**src/rtl/fft_bitrev_reorder.sv**
```systemverilog
// Bit-reversed to natural order reorder buffer for the radix-2 FFT output.
// Two register banks ping-pong: the write side fills one bank at bit-reversed
// addresses while the read side drains the other sequentially.
module fft_bitrev_reorder #(
    parameter int WIDTH  = 16,
    parameter int N_LOG2 = 3
) (
    input  logic                    clk,
    input  logic                    rst,
    input  logic signed [WIDTH-1:0] in_re,
    input  logic signed [WIDTH-1:0] in_im,
    input  logic                    in_valid,
    output logic                    in_ready,
    input  logic                    in_last,
    output logic signed [WIDTH-1:0] out_re,
    output logic signed [WIDTH-1:0] out_im,
    output logic                    out_valid,
    input  logic                    out_ready,
    output logic                    out_last,
    output logic                    frame_err
);

    localparam int N  = 2 ** N_LOG2;
    localparam int AW = N_LOG2 + 1;

    // Entry layout is {re, im}; address is {bank, index}.
    logic [2*WIDTH-1:0] r_mem [2*N];

    logic              r_wr_bank;
    logic              r_rd_bank;
    logic [N_LOG2-1:0] r_wr_cnt;
    logic [N_LOG2-1:0] r_rd_cnt;
    logic [1:0]        r_full;
    logic              r_frame_err;

    logic [1:0]         w_full_d;
    logic [AW-1:0]      w_wr_addr;
    logic [AW-1:0]      w_rd_addr;
    logic [2*WIDTH-1:0] w_rd_word;
    logic               w_in_fire;
    logic               w_out_fire;
    logic               w_wr_at_end;
    logic               w_rd_at_end;
    logic               w_wr_done;
    logic               w_rd_done;

    function automatic logic [N_LOG2-1:0] f_bitrev(input logic [N_LOG2-1:0] a);
        logic [N_LOG2-1:0] b;
        b = '0;
        for (int i = 0; i < N_LOG2; i++) begin
            b[i] = a[N_LOG2-1-i];
        end
        return b;
    endfunction

    assign in_ready    = !r_full[r_wr_bank];
    assign out_valid   = r_full[r_rd_bank];
    assign w_in_fire   = in_valid && in_ready;
    assign w_out_fire  = out_valid && out_ready;
    assign w_wr_at_end = &r_wr_cnt;
    assign w_rd_at_end = &r_rd_cnt;
    assign w_wr_done   = w_in_fire && w_wr_at_end;
    assign w_rd_done   = w_out_fire && w_rd_at_end;

    assign w_wr_addr = {r_wr_bank, f_bitrev(r_wr_cnt)};
    assign w_rd_addr = {r_rd_bank, r_rd_cnt};
    assign w_rd_word = r_mem[w_rd_addr];

    assign out_re    = w_rd_word[2*WIDTH-1:WIDTH];
    assign out_im    = w_rd_word[WIDTH-1:0];
    assign out_last  = out_valid && w_rd_at_end;
    assign frame_err = r_frame_err;

    // Next full flags; a set and a clear can never hit the same bank in one cycle.
    always_comb begin
        w_full_d = r_full;
        if (w_wr_done) begin
            w_full_d[r_wr_bank] = 1'b1;
        end
        if (w_rd_done) begin
            w_full_d[r_rd_bank] = 1'b0;
        end
    end

    // Pointer, full-flag and sticky error state with synchronous reset.
    always_ff @(posedge clk) begin
        if (rst) begin
            r_wr_bank   <= 1'b0;
            r_rd_bank   <= 1'b0;
            r_wr_cnt    <= '0;
            r_rd_cnt    <= '0;
            r_full      <= 2'b00;
            r_frame_err <= 1'b0;
        end else begin
            r_full <= w_full_d;
            if (w_in_fire) begin
                r_wr_cnt <= r_wr_cnt + N_LOG2'(1);
                if (in_last != w_wr_at_end) begin
                    r_frame_err <= 1'b1;
                end
            end
            if (w_wr_done) begin
                r_wr_bank <= !r_wr_bank;
            end
            if (w_out_fire) begin
                r_rd_cnt <= r_rd_cnt + N_LOG2'(1);
            end
            if (w_rd_done) begin
                r_rd_bank <= !r_rd_bank;
            end
        end
    end

    // Sample storage; contents are intentionally not reset.
    always_ff @(posedge clk) begin
        if (w_in_fire) begin
            r_mem[w_wr_addr] <= {in_re, in_im};
        end
    end

endmodule
```
**config.mk**
```make
export PLATFORM = sky130hd
export DESIGN_NAME = fft_bitrev_reorder
export DESIGN_NICKNAME = d
export VERILOG_FILES = /design/src/rtl/fft_bitrev_reorder.sv
export SDC_FILE = /design/constraint.sdc
export NUM_CORES = 1
export LEC_CHECK = 0
export BUFFER_PORTS_ARGS = -buffer_cell sky130_fd_sc_hd__buf_2
export CAP_MARGIN = 20
export CORE_MARGIN = 2
export CORE_UTILIZATION = 35
export CTS_BUF_LIST = sky130_fd_sc_hd__clkbuf_4 sky130_fd_sc_hd__clkbuf_8
export DETAILED_ROUTE_END_ITERATION = 8
export PLACE_DENSITY = 0.47
export SLEW_MARGIN = 20
export SYNTH_ARGS = -nofsm -noshare
export SYNTH_HDL_FRONTEND = slang
export SYNTH_SLANG_ARGS = --single-unit
export TNS_END_PERCENT = 1
```
**constraint.sdc**
```tcl
create_clock -name clk -period 12.6 [get_ports clk]
set_clock_uncertainty 0.05 [all_clocks]
set_input_delay 2.52 -clock clk [delete_from_list [all_inputs] [get_ports clk]]
set_output_delay 2.52 -clock clk [all_outputs]
set_load 0.1 [all_outputs]
```
==> impl_metrics.ini <==
[worst_setup_path]
r2r_cells = 5
cp.required_ns = 10.03
cp_common_cell = buf_4
r2r_end = r_mem[10][9]$_DFFE_PP_
ff2ff_setup_slack_ns = 9.27
slowest_delay_ns = 0.97
cp_slowest_cell = dfxtp_4
worst_setup_path_start_kind = flip-flop
crit_chain = buf_4 -> buf_4 -> mux4_1 -> a22oi_1 -> nand2_1 -> buf_2
worst_ep_arrival_time_ns = 4.33
worstPathMaxFanout = 49
end_kind = output pin
crit_type = reg2out
r2r-start = r_wr_bank$_SDFFE_PP0N_

[floorplanning]
die_height_um = 244.1
rows = 88
start_util_pct = 35.18
fp.dieW_um = 244.1
io_pins = 73
fp.coreArea_um2 = 57370
die-area_um2 = 59600

[timing]
slew_violations = 0
max_freq_mhz = 145.0
hold_viol_final = 0
finalCritPeriodShare_pct = 54.75
slew-limit-headroom_pct = 30.04
post-route-min-period_ns = 6.898
fin_ws_ns = 5.702
fin_tns_setup_ns = 0
rsz0062_at_grt = no
setup_viol = 0
whs_ns = 0.4207
tightest_slew_ns = 1.049

[placed_design]
place_inst = 1815
pre_cts_ws_ns = 6.240
gp_congestion = 0.7004
io_buffers = 72
dp_hpwl_um = 24750

[finish]
layout.nets = 1183
drive_gt1_share_pct = 26.52
final_common_cell = edfxtp_1
final_cells = 1966
nFillCells = 5171
area_delta_synth_final_pct = 14.50
multi_input_area_um2 = 4315
final_cell_mix = edfxtp_1 (512), mux2i_1 (129), a22oi_1 (96)
fin_util_pct = 40.29
ff_latch_area_um2 = 15600

[route]
drcViolationCount = 0
vias = 9995
drt_pre_antenna_iters = 4
ant_nets = 0
via_per_inst = 5.084
drtIter0Drc = 629
post_drt_wl_per_cell_um = 24.58
wl_um = 48330

[synth]
synth-edff-count = 512
synthCells = 1008
ys.flop_type = edfxtp_1
syn_area_per_cell_um2 = 20.02
seq_area_frac_synth_pct = 77.27
ys_ff_latch = 523
synth_warnings = 0
ys_types = 32
synthArstFlopShare_pct = 0
syn-cell-area_um2 = 20180
synth_nets = 1049

[outcome]
status = finished, final reports clean

[global_route]
gr-usage-met2_pct = 26.87
grt_pass1_vias = 10470
top_usage_layer = met2
grt_max_degree = 50
overflow = 0
met1_usage_pct = 21.64
antenna_found_initial = 4
grt_use_met3_pct = 3.512
grt_use_total_pct = 16.34
grt_pass1_wl_um = 70500

[clocking]
cts_resized = 0
post_cts_buffers = 0
clockBufferDepth = 3
numCtsBuffers = 89
cts_tree = yes
postCtsHoldBufs = 0
h-tree-depth = 3
clock-sinks = 523
cts-root-buf = clkbuf_8
clkTransAtPathRegs_ns = 0.05
insertion_delay_ns = 0.64

[power]
peakVddDrop_mv = 0.06538
p_leak_uw = 0.007150
power.density_nw_per_um2 = 150.9

[min_path]
hp-start = frame_err$_SDFFE_PP0P_
hold_path.class = reg2reg
hold_depth = 2
hold_end = frame_err$_SDFFE_PP0P_

[run]
maxCapViolCount = 0
[sequential cells by signal, indices dropped and copies added (netlist names)]
name       count
frame_err      1
r_rd_bank      1
r_full         2
r_mem        512
r_wr_cnt       3
r_wr_bank      1
r_rd_cnt       3
[how the worst max path moves through the flow]
stage / start / endpoint / slack, ns
floorplan: in_valid / r_mem[0][0]$_DFFE_PP_ / 5.94
global placement: r_rd_cnt[0]$_SDFFE_PP0P_ / out_im[6] / 6.26
detailed placement: r_rd_cnt[0]$_SDFFE_PP0P_ / out_im[6] / 6.24
CTS: r_rd_cnt[0]$_SDFFE_PP0P_ / out_im[6] / 5.49
global route: r_rd_cnt[0]$_SDFFE_PP0P_ / out_im[6] / 5.34
finish: r_rd_cnt[0]$_SDFFE_PP0P_ / out_im[6] / 5.70
[cells by family after synthesis]
group | Yosys count | synth area share [%]
muxes | 194 | 13.71
AOI/OAI and AO/OA | 105 | 3.831
buffers and inverters | 62 | 2.089
xor gates and xnor gates | 4 | 0.1736
adders and majority gates | 4 | 0.2480
and+or+nand+nor | 116 | 2.684
DFF | 523 | 77.27
[layer usage]
metal,vias up,share of wire [%]
met5,-,0.091
met4,8,1.8
li1,4422,-
met1,5267,45
met3,80,4.5
met2,218,49
[critical path, delay by kind of cell, from the launching register on]
| kind | cells | cell delay (ns) |
|---|---|---|
| AND/OR/NAND/NOR | 1 | 0.08 |
| flip-flops | 1 | 0.97 |
| multiplexers | 1 | 0.63 |
| AO/OA/AOI/OAI | 1 | 0.19 |
| buffers and inverters | 3 | 1.72 |
[final cells by class]
cell class,count,area share (%)
flip-flops and latches,523,67.52
repair buffers,103,2.653
multi-input cells,423,18.67
inverters,2,0.03249
clock inverters,27,0.5631
diodes,2,0.02166
well taps,765,4.142
clock buffers,121,6.394
[through the flow]
stage,area [µm²],total power [µW]
after floorplan,20180,2066
after global placement,21470,2118
after detailed placement,21470,2121
after CTS,23080,3540
after global routing,23100,3623
final,23110,3487
[cell usage after synthesis (2+ instances only)]
master | instances | area [µm²]
buf_2 | 8 | 40.04
mux4_2 | 58 | 1306
buf_12 | 4 | 80.08
edfxtp_1 | 512 | 15370
ha_1 | 4 | 50.05
a21oi_1 | 6 | 30.03
nand3b_1 | 2 | 15.01
a31oi_1 | 2 | 12.51
buf_6 | 11 | 123.9
nor4_1 | 3 | 18.77
clkbuf_1 | 28 | 105.1
dfxtp_1 | 11 | 220.2
mux4_1 | 6 | 157.7
inv_1 | 2 | 7.510
xnor2_1 | 2 | 17.52
and2_1 | 3 | 18.77
mux2i_1 | 129 | 1291
nor3_1 | 2 | 10.01
nor2_1 | 19 | 71.32
nor3_2 | 2 | 20.02
nand2_1 | 42 | 157.7
a22oi_1 | 96 | 720.7
nand3_1 | 36 | 180.2
nor2b_1 | 4 | 25.02
buf_4 | 8 | 60.06
xor2_1 | 2 | 17.52
[report_power, final]
| part | switching (µW) | total (µW) | internal (µW) |
|---|---|---|---|
| sequential | 6.33 | 1940 | 1930 |
| combinational | 116 | 145 | 28.9 |
| clock | 651 | 1400 | 753 |
| total | 773 | 3490 | 2710 |
(Power assumes the default switching activity.)
